===== src/rtl/act_pkg.sv =====
// act_pkg: shared state encoding and sizing constants for the activation stage
package act_pkg;
    typedef enum logic [2:0] {IDLE, RD_REQ, RD_WAIT, WR_REQ, DONE} state_t;
    localparam int ACC_W        = 32;
    localparam int OUT_W        = 8;
    localparam int ELEMS_PER_RD = 4;
    localparam int BYTES_PER_WR = 16;
endpackage


===== src/rtl/act_relu_sat.sv =====
// act_relu_sat: one ReLU, arithmetic shift and int8 saturation lane; ACT_ROUND_EN adds round-half-up
module act_relu_sat
    import act_pkg::*;
(
    input  logic signed [ACC_W-1:0] x,
    input  logic [4:0]              shift,
    output logic [OUT_W-1:0]        y
);
    logic [ACC_W:0] xe;
    logic [ACC_W:0] s;
`ifdef ACT_ROUND_EN
    assign xe = {1'b0, x} + ((shift == 5'd0) ? '0 : (ACC_W+1)'(1) << (shift - 5'd1));
`else
    assign xe = {1'b0, x};
`endif
    assign s = xe >> shift;
    assign y = x[ACC_W-1] ? '0 : (s > (ACC_W+1)'(127)) ? OUT_W'(127) : s[OUT_W-1:0];
endmodule


===== src/rtl/act_relu_quant.sv =====
// act_relu_quant: streams int32 accumulators through ReLU/shift/int8 saturation into packed bytes (ACT_ROUND_EN: rounding)
module act_relu_quant
    import act_pkg::*;
#(
    parameter int ADDR_WIDTH   = 19,
    parameter int MEM_DATA_BUS = 128,
    parameter int LEN_WIDTH    = 16
) (
    input  logic                    clk,
    input  logic                    rst_n,
    input  logic                    sw_act_start,
    input  logic [ADDR_WIDTH-1:0]   sw_act_rd_addr,
    input  logic [ADDR_WIDTH-1:0]   sw_act_wr_addr,
    input  logic [LEN_WIDTH-1:0]    sw_act_len,
    input  logic [4:0]              sw_act_shift,
    output logic                    act_sw_busy_ind,
    output logic                    act_sw_done,
    output logic                    mem_rd_req,
    output logic [ADDR_WIDTH-1:0]   mem_rd_addr,
    input  logic                    mem_rd_gnt,
    input  logic                    mem_rd_valid,
    input  logic [MEM_DATA_BUS-1:0] mem_rd_data,
    output logic                    mem_wr_req,
    output logic [ADDR_WIDTH-1:0]   mem_wr_addr,
    output logic [MEM_DATA_BUS-1:0] mem_wr_data,
    output logic [15:0]             mem_wr_be,
    input  logic                    mem_wr_gnt
);
    state_t                  state, state_nx;
    logic [ADDR_WIDTH-1:0]   rd_addr, wr_addr;
    logic [LEN_WIDTH-1:0]    len_q;
    logic [4:0]              shift_q;
    logic [LEN_WIDTH:0]      idx, idx_nx;
    logic [MEM_DATA_BUS-1:0] data_q;
    logic [15:0]             be_q;
    logic [ELEMS_PER_RD-1:0] lane_ok;
    logic [OUT_W-1:0]        y [ELEMS_PER_RD];
    logic                    last;
    for (genvar g = 0; g < ELEMS_PER_RD; g++) begin : g_lane
        act_relu_sat u_lane (
            .x     (mem_rd_data[ACC_W*g +: ACC_W]),
            .shift (shift_q),
            .y     (y[g])
        );
        assign lane_ok[g] = (idx + (LEN_WIDTH+1)'(g)) < {1'b0, len_q};
    end
    assign idx_nx          = idx + (LEN_WIDTH+1)'(ELEMS_PER_RD);
    assign last            = idx_nx >= {1'b0, len_q};
    assign act_sw_busy_ind = state != IDLE;
    assign act_sw_done     = state == DONE;
    assign mem_rd_req      = state == RD_REQ;
    assign mem_wr_req      = state == WR_REQ;
    assign mem_rd_addr     = rd_addr;
    assign mem_wr_addr     = wr_addr;
    assign mem_wr_data     = data_q;
    assign mem_wr_be       = be_q;
    always_ff @(posedge clk) begin
        if (!rst_n) state <= IDLE;
        else        state <= state_nx;
    end
    always_comb begin
        state_nx = state;
        case (state)
            IDLE:    if (sw_act_start) state_nx = (sw_act_len == '0) ? DONE : RD_REQ;
            RD_REQ:  if (mem_rd_gnt) state_nx = RD_WAIT;
            RD_WAIT: if (mem_rd_valid) state_nx = (last || idx_nx[3:0] == 4'd0) ? WR_REQ : RD_REQ;
            WR_REQ:  if (mem_wr_gnt) state_nx = (idx < {1'b0, len_q}) ? RD_REQ : DONE;
            DONE:    state_nx = IDLE;
            default: state_nx = IDLE;
        endcase
    end
    // Slot buffer is cleared after every write so tail bytes go out as zero.
    always_ff @(posedge clk) begin
        if (!rst_n) begin
            rd_addr <= '0;
            wr_addr <= '0;
            len_q   <= '0;
            shift_q <= '0;
            idx     <= '0;
            data_q  <= '0;
            be_q    <= '0;
        end else begin
            if (state == IDLE && sw_act_start) begin
                rd_addr <= sw_act_rd_addr;
                wr_addr <= sw_act_wr_addr;
                len_q   <= sw_act_len;
                shift_q <= sw_act_shift;
                idx     <= '0;
                data_q  <= '0;
                be_q    <= '0;
            end
            if (state == RD_REQ && mem_rd_gnt) rd_addr <= rd_addr + ADDR_WIDTH'(16);
            if (state == RD_WAIT && mem_rd_valid) begin
                for (int j = 0; j < ELEMS_PER_RD; j++)
                    if (lane_ok[j]) begin
                        data_q[{idx[3:2], 2'(j), 3'b000} +: OUT_W] <= y[j];
                        be_q[{idx[3:2], 2'(j)}] <= 1'b1;
                    end
                idx <= idx_nx;
            end
            if (state == WR_REQ && mem_wr_gnt) begin
                wr_addr <= wr_addr + ADDR_WIDTH'(16);
                data_q  <= '0;
                be_q    <= '0;
            end
        end
    end
endmodule


===== config.mk =====
export PLATFORM = sky130hd
export DESIGN_NAME = act_relu_quant
export DESIGN_NICKNAME = d
export VERILOG_FILES = /design/src/rtl/act_pkg.sv /design/src/rtl/act_relu_sat.sv /design/src/rtl/act_relu_quant.sv
export SDC_FILE = /design/constraint.sdc
export NUM_CORES = 1
export LEC_CHECK = 0
export ABC_AREA = 1
export ABC_CLOCK_PERIOD_IN_PS = 3300
export CORE_MARGIN = 2
export CORE_UTILIZATION = 53
export CTS_BUF_LIST = sky130_fd_sc_hd__clkbuf_8 sky130_fd_sc_hd__clkbuf_16
export CTS_CLUSTER_SIZE = 30
export DETAILED_ROUTE_END_ITERATION = 6
export GPL_ROUTABILITY_DRIVEN = 0
export GPL_TIMING_DRIVEN = 0
export HOLD_SLACK_MARGIN = 0.06
export MAX_ROUTING_LAYER = met4
export PLACE_DENSITY = 0.83
export REMOVE_ABC_BUFFERS = 1
export SYNTH_ARGS = -nofsm -noshare
export SYNTH_HDL_FRONTEND = slang
export SYNTH_SLANG_ARGS = --single-unit

===== constraint.sdc =====
create_clock -name clk -period 3.3 [get_ports clk]
set_input_delay 0.33 -clock clk [delete_from_list [all_inputs] [get_ports clk]]
set_output_delay 0.33 -clock clk [all_outputs]
set_load 0.03 [all_outputs]

# Yosys cells after proc, flatten, opt, wreduce, memory -nomap -nowiden
# Index checks and enable logic that the tools add are counted.
totals:
  ff_bits: 223
  latchBits: 0
  ramBits: 0
  romBits: 0
  out_inout_bits: 186
  word_cells: 138
  memories: 0
op_classes:
  addsub: 10
  mul: 0
  n_div: 0
  n_lt_le_gt_ge: 17
  n_eq_ne: 8
  n_shift: 12
  muxes: 60
  bitwise: 5
  reduce_logical: 18
ops:
  columns: ["operator", "n"]
  rows:
  - ["2-to-1 mux 128 bit", 13]
  - ["bitwise mux 128 bit", 4]
  - ["variable shift 8 x 9 -> 128 bit (first input constant)", 4]
  - ["variable part select 8 x 9 -> 128 bit", 4]
  - ["2-to-1 mux 16 bit", 13]
  - ["greater-than comparator 33 x 7 -> 1 bit (second input constant)", 4]
  - ["right shift 32 x 5 -> 33 bit", 4]
  - ["2-to-1 mux 19 bit", 4]
  - ["< comparator 17 x 16 -> 1 bit", 4]
  - ["2-to-1 mux 8 bit", 8]
  - ["adder 19 x 5 -> 19 bit (second input constant)", 2]
  - ["negator 7 -> 9 bit", 4]
  - ["adder 17 x 2 -> 17 bit (second input constant)", 2]
  - ["2-to-1 mux 17 bit", 2]
  - ["< comparator 4 x 5 -> 1 bit (second input constant)", 4]
  - ["2-to-1 mux 3 bit", 6]
  - ["adder 17 x 1 -> 17 bit (second input constant)", 1]
  - ["adder 17 x 3 -> 17 bit (second input constant)", 1]
  - [">= comparator 17 x 16 -> 1 bit", 1]
  - [">= comparator 4 x 1 -> 1 bit (second input constant)", 4]
  - ["zero test 16 bit", 1]
  - ["bitwise OR 16 x 13 -> 16 bit", 1]
  - ["bitwise OR 16 x 14 -> 16 bit", 1]
  - ["bitwise OR 16 x 15 -> 16 bit", 1]
  - ["other kinds (19)", 37]

# Depth between registers and ports, before layout
depth:
  word_depth: 20
  mapped_depth: 21
  depth_no_buf: 20

# Cells and area by module
# Synthesis repeated with hierarchy kept, for this count alone.
hier_totals:
  hier_cells: 3179
  area_unflattened_um2: 18764.2
modules_own_cells:
  columns: ["module", "instances", "cells_each", "area_each_um2", "seq_area_each_um2"]
  rows:
  - ["act_relu_quant", 1, 1691, 11697.5, 4424.2]
  - ["act_relu_sat", 4, 372, 1766.7, 0.0]

# Worst setup path before layout
# Ideal clock, no wire load.
synth_path:
  kind: "register -> register"
  start: "register idx[3]"
  end: "register state[1]"
  arrival_time_ns: 2.716
  t_required_ns: 3.230
  setup_slack_ns: 0.514
  stages_incl_launch_ff: 20
  synth_period_minus_slack_ns: 2.786
  cell_sequence: "dfxtp_1 buf_2 nand2_1 inv_1 nand3_1 nor2_1 nand2_1 nor2_1 inv_1 nor3_1 nand3_1 xor2_1 inv_1 ha_1 nand3_1 o41ai_1 nor2_1 nand2_1 nand2_1 a21oi_1"
synth_between:
  elab_chain_cells: 6
synth_lines:
  columns: ["item", "line_no", "text"]
  rows:
  - ["start: declaration", "act_relu_quant.sv:33", "logic [LEN_WIDTH:0] idx, idx_nx;"]
  - ["start signal: assignment", "act_relu_quant.sv:99", "idx <= idx_nx;"]
  - ["adder 17 x 3 -> 17 bit (*)", "act_relu_quant.sv:47", "assign idx_nx = idx + (LEN_WIDTH+1)'(ELEMS_PER_RD);"]
  - [">= comparator 17 x 16 -> 1 bit or zero test 4 bit (tied branches)", "act_relu_quant.sv:48, act_relu_quant.sv:66", null]
  - ["logical OR 1 bit (*)", "act_relu_quant.sv:66", "RD_WAIT: if (mem_rd_valid) state_nx = (last || idx_nx[3:0] == 4'd0) ? WR_REQ : RD_REQ;"]
  - ["2-to-1 mux 2 bit (*)", "act_relu_quant.sv:66", null]
  - ["2-to-1 mux 3 bit (*)", "act_relu_quant.sv:66", null]
  - ["one-hot mux 3 bit (4 select lines) (*)", "act_relu_quant.sv:63", "case (state)"]
  - ["end signal: assignment", "act_relu_quant.sv:59", "else state <= state_nx;"]
  - ["end: declaration", "act_relu_quant.sv:29", "state_t state, state_nx;"]
# Every way passes the cells marked *; elsewhere a longest branch is shown, timed or not. The select of a mux whose other input is x is not followed.
# A chain may end at the register's enable or synchronous reset.

# Final worst setup path
layout_path:
  start: "register shift_q[1]"
  end: "register data_q[116] (netlist: mem_wr_data[116])"
layout_between:
  elab_chain_cells: 20
layout_lines:
  columns: ["item", "line_no", "text"]
  rows:
  - ["start: declaration", "act_relu_quant.sv:32", "logic [4:0] shift_q;"]
  - ["start signal: assignment", "act_relu_quant.sv:87", "shift_q <= sw_act_shift;"]
  - ["right shift 32 x 5 -> 33 bit", "act_relu_sat.sv:16", "assign s = xe >> shift;"]
  - ["greater-than comparator 33 x 7 -> 1 bit", "act_relu_sat.sv:17", "assign y = x[ACC_W-1] ? '0 : (s > (ACC_W+1)'(127)) ? OUT_W'(127) : s[OUT_W-1:0];"]
  - ["2-to-1 mux 8 bit (2 in a row)", "act_relu_sat.sv:17", null]
  - ["variable part select 8 x 9 -> 128 bit", "act_relu_quant.sv:96", "data_q[{idx[3:2], 2'(j), 3'b000} +: OUT_W] <= y[j];"]
  - ["bitwise mux 128 bit", "act_relu_quant.sv:96", null]
  - ["2-to-1 mux 128 bit", "act_relu_quant.sv:95", "if (lane_ok[j]) begin"]
  - ["2-to-1 mux 128 bit", "act_relu_quant.sv:93", "if (state == RD_WAIT && mem_rd_valid) begin"]
  - ["2-to-1 mux 128 bit", "act_relu_quant.sv:74", "if (!rst_n) begin"]
  - ["[3 not listed]", null, null]
  - ["2-to-1 mux 128 bit", "act_relu_quant.sv:74", null]
  - ["bitwise mux 128 bit", "act_relu_quant.sv:96", null]
  - ["2-to-1 mux 128 bit", "act_relu_quant.sv:95", null]
  - ["2-to-1 mux 128 bit", "act_relu_quant.sv:93", null]
  - ["2-to-1 mux 128 bit", "act_relu_quant.sv:74", null]
  - ["bitwise mux 128 bit", "act_relu_quant.sv:96", null]
  - ["2-to-1 mux 128 bit (*)", "act_relu_quant.sv:95", null]
  - ["2-to-1 mux 128 bit (*)", "act_relu_quant.sv:93", null]
  - ["end signal: indexed assignment", "act_relu_quant.sv:96", null]
  - ["end: declaration", "act_relu_quant.sv:34", "logic [MEM_DATA_BUS-1:0] data_q;"]
# Marks and branches as above.

==> flow_metrics.py <==
metrics = {
    "run_status": {
        "run_status": "complete, no violations",
    },
    "timing": {
        "fmax_mhz": 315.7,
        "slew_headroom": 0.2459,
        "fin_worst_skew_ps": 31.90,
        "final_hold_viol_count": 0,
        "finalCritPeriodShare": 0.9598,
        "period_needed_ps": 3167,
        "slew_violations": 0,
        "setup-violations-final": 0,
        "rsz0062_at_grt": "yes",
        "setup_tns_ps": 0,
        "worstMarginPinSlew_ps": 1127,
    },
    "setup_path": {
        "worstSetupStartpoint": "shift_q[1]",
        "worst-endpoint-required_ps": 3710,
        "crit_fanout": 127,
        "rrSetupSlack_ps": 130,
        "worstRegToRegCells": 12,
        "critPathCapture": "mem_wr_data[116]",
        "path_class": "reg -> reg",
        "worst-endpoint-arrival_ps": 3580,
        "critical_path.endpoint_type": "flop",
        "critical_path.reg2reg.endpoint": "mem_wr_data[116]",
        "crit_path_start_kind": "flop",
        "worst_r2r_startpoint": "shift_q[1]",
    },
    "synth": {
        "synth_sequential_area_ratio": 0.2391,
        "synth_enable_flop_cells": 0,
        "synthesis.area_per_instance_um2": 5.903,
        "yosys.area.top_type_share": 0.2391,
        "ys_types": 53,
        "synth.cell_area_um2": 18500,
        "synth-async-reset-ratio": 0,
        "syn-instance-count": 3134,
        "yosys_register_bits": 221,
        "yosysWarningCount": 0,
        "top_cell_type_by_total_area_after_synthesis": "sky130_fd_sc_hd__dfxtp_1",
        "post_synth_main_area_contributors": "sky130_fd_sc_hd__dfxtp_1, sky130_fd_sc_hd__nand2_1, sky130_fd_sc_hd__nand3_1",
        "most_used_dff_post_synth": "sky130_fd_sc_hd__dfxtp_1",
    },
    "layout": {
        "fill_cells": 3078,
        "final_net_count": 3583,
        "mostFrequentLayoutCells": "sky130_fd_sc_hd__nand2_1, sky130_fd_sc_hd__clkdlybuf4s50_1, sky130_fd_sc_hd__nand3_1, sky130_fd_sc_hd__a21oi_1, sky130_fd_sc_hd__inv_1",
        "final_area_um2": 23260,
        "final_layout_size_suffix_gt1_frac": 0.04302,
        "layout.cells.most_common": "sky130_fd_sc_hd__nand2_1",
        "diodes": 0,
        "synthToLayoutAreaGrowth_pct": 25.72,
        "final-instance-count-excl-fill": 3802,
    },
    "pwr": {
        "p_int_mw": 8.270,
        "ir_drop_mv": 0.6426,
        "pwr-share-seq": 0.224,
        "power_frac_clock": 0.200,
        "power_switching_share": 0.4931,
        "power_mw": 16.32,
        "cellPowerDensity_nw_per_um2": 701.5,
        "leakage_nw": 10.36,
        "netSwitchingPower_mw": 8.046,
        "power.share.combinational": 0.576,
    },
    "cts": {
        "clockBufferDepth": 3,
        "clock_sink_count": 221,
        "worst_setup_hold_path_clk_slew_ps": 70,
        "clk_latency_ps": 550,
        "cts-buffers-inserted": 26,
        "clock_tree_from_tritoncts": "built",
        "depth_of_the_cts_h_tree": 1,
        "cts_root_buffer": "sky130_fd_sc_hd__clkbuf_16",
    },
    "die": {
        "initial_cell_density_of_the_core": 0.5369,
        "fp.dieArea_um2": 36420,
        "chipWidth_um": 190.8,
        "placement_rows": 68,
        "floorplan.die.height_um": 190.8,
        "top_level_ports": 379,
        "placeableCoreArea_um2": 34460,
    },
    "grt": {
        "pin_count_of_the_biggest_net_entering_global_routing": 128,
        "number_of_global_route_vias_before_repair": 20920,
        "globalRoute.totalOverflow": 0,
        "first_pass_grt_wire_length_mm": 105.2,
        "global_route.usage.total": 0.3617,
        "antenna_violations_before_repair": 0,
    },
    "routing": {
        "drt-initial-drc-count": 2483,
        "route.detailed.drc": 0,
        "routed_wl_mm": 66.75,
        "dr.pass1.iters": 7,
        "detail_routed_via_count_per_cell": 5.968,
        "routedWlPerCell_um": 17.56,
        "antenna_violating_nets_post_route": 0,
        "dr_total_vias": 22690,
    },
    "place": {
        "total_placed_cells_including_tap_cells": 3747,
        "placed_area_um2": 22090,
        "dp.final_hpwl_mm": 46.58,
        "place.port_buffers": 378,
    },
    "flow_run": {
        "max_cap_viol_count": 0,
    },
    "hold_path": {
        "hp-class": "in -> reg",
    },
}
[area by class of cell]
cell class                      instances  area (µm²)  area share
Clock buffer                           31       719.4     0.03093
Clock inverter                         16       249.0     0.01070
Inverter                              257        1002     0.04309
Multi-Input combinational cell       2427       12160      0.5226
Sequential cell                       221        4448      0.1912
Tap cell                              455       569.3     0.02448
Timing Repair Buffer                  395        4116      0.1770
[power by group through the flow]
stage	registers (mW)	logic (mW)	clock network, mW
final	3.66	9.40	3.26
after global routing	3.71	10.3	3.38
after CTS	3.68	9.10	3.26
after detailed placement	3.76	8.96	0
after global placement	3.89	8.22	0
after floorplan	4.44	5.37	0
[synthesized netlist by cell type, drive strengths merged, types with 2 or more instances]
master  instances
nor2          211
a31oi          19
nor3           18
nor4            5
buf           100
nand2         916
a21boi          3
a21oi         279
mux2i           5
o21a           14
or2            16
o31ai           3
nand4         114
o211ai         67
o221ai          7
nand3b          2
a221oi          6
inv           251
nand3         358
ha             62
dfxtp         221
clkbuf        130
a211oi         10
xor2           15
a32oi           5
and2            5
clkinv          6
o2111a          5
o21ai         274
[per-layer routing]
metal / up-vias / GRT usage / share of wire
met5: - / - / 0
met4: 0 / 0.1670 / 0.049
met3: 198 / 0.06515 / 0.11
met2: 1230 / 0.5804 / 0.46
met1: 10330 / 0.4406 / 0.39
li1: 10940 / - / -
[worst min path at each step]
stage                      end          startpoint  slack (ps)  cells past startpoint
2_1_floorplan  mem_rd_addr[14]               rst_n         430                      2
3_3_place_gp   mem_wr_data[55]     mem_wr_data[55]         430                      2
3_5_place_dp   mem_wr_data[55]     mem_wr_data[55]         440                      2
4_1_cts        mem_rd_addr[11]  sw_act_rd_addr[11]         350                      3
5_1_grt        mem_rd_addr[12]  sw_act_rd_addr[12]         370                      3
6_report       mem_rd_addr[12]  sw_act_rd_addr[12]         360                      3
[sequential cells by signal, indices dropped and copies added (netlist names)]
register	flops
idx	15
len_q	16
mem_rd_addr	19
mem_wr_addr	19
mem_wr_be	16
mem_wr_data	128
shift_q	5
state	3
[cells by family (layout without fill, tap and decap cells)]
| logic type | Yosys count | in the layout | synth area share |
|---|---|---|---|
| AOI/OAI and AO/OA | 697 | 697 | 0.2100 |
| xor gates and xnor gates | 15 | 15 | 0.007101 |
| adders and majority gates | 62 | 62 | 0.04193 |
| buffers and inverters | 487 | 699 | 0.1094 |
| DFF | 221 | 221 | 0.2391 |
| muxes | 5 | 5 | 0.002705 |
| and+or+nand+nor | 1647 | 1648 | 0.3897 |
[worst max-delay path, stage by stage, from the launching register on]
cell                       delay (ps)
sky130_fd_sc_hd__dfxtp_4          530
sky130_fd_sc_hd__inv_8            480
sky130_fd_sc_hd__o211ai_1         290
sky130_fd_sc_hd__nand3_1          210
sky130_fd_sc_hd__nand3_1           90
sky130_fd_sc_hd__nand2_1          110
sky130_fd_sc_hd__nand2_1           60
sky130_fd_sc_hd__nor2_1           100
sky130_fd_sc_hd__nand2_1           90
sky130_fd_sc_hd__o21ai_4          290
sky130_fd_sc_hd__nand3_2          260
sky130_fd_sc_hd__nand4_1          210
sky130_fd_sc_hd__a21oi_1          110
[timing repair]
item                       4_1_cts  5_1_grt
hold buffers                     0        0
gates cloned                     1        0
setup endpoints to repair      147      119
pin swaps                        1        0
buffers inserted                 4        3
gates resized for setup         16       14
[stage by stage]
stage	util	hold slack, ps	setup slack [ps]
global route	0.6750	365.2	-23.93
global placement	0.6327	433.7	-5480
floorplan	-	427.6	-2670
finish	0.6750	359.9	132.6
CTS	0.6718	347.7	59.29
detailed placement	0.6410	437.9	-1267
(Power assumes the default switching activity.)
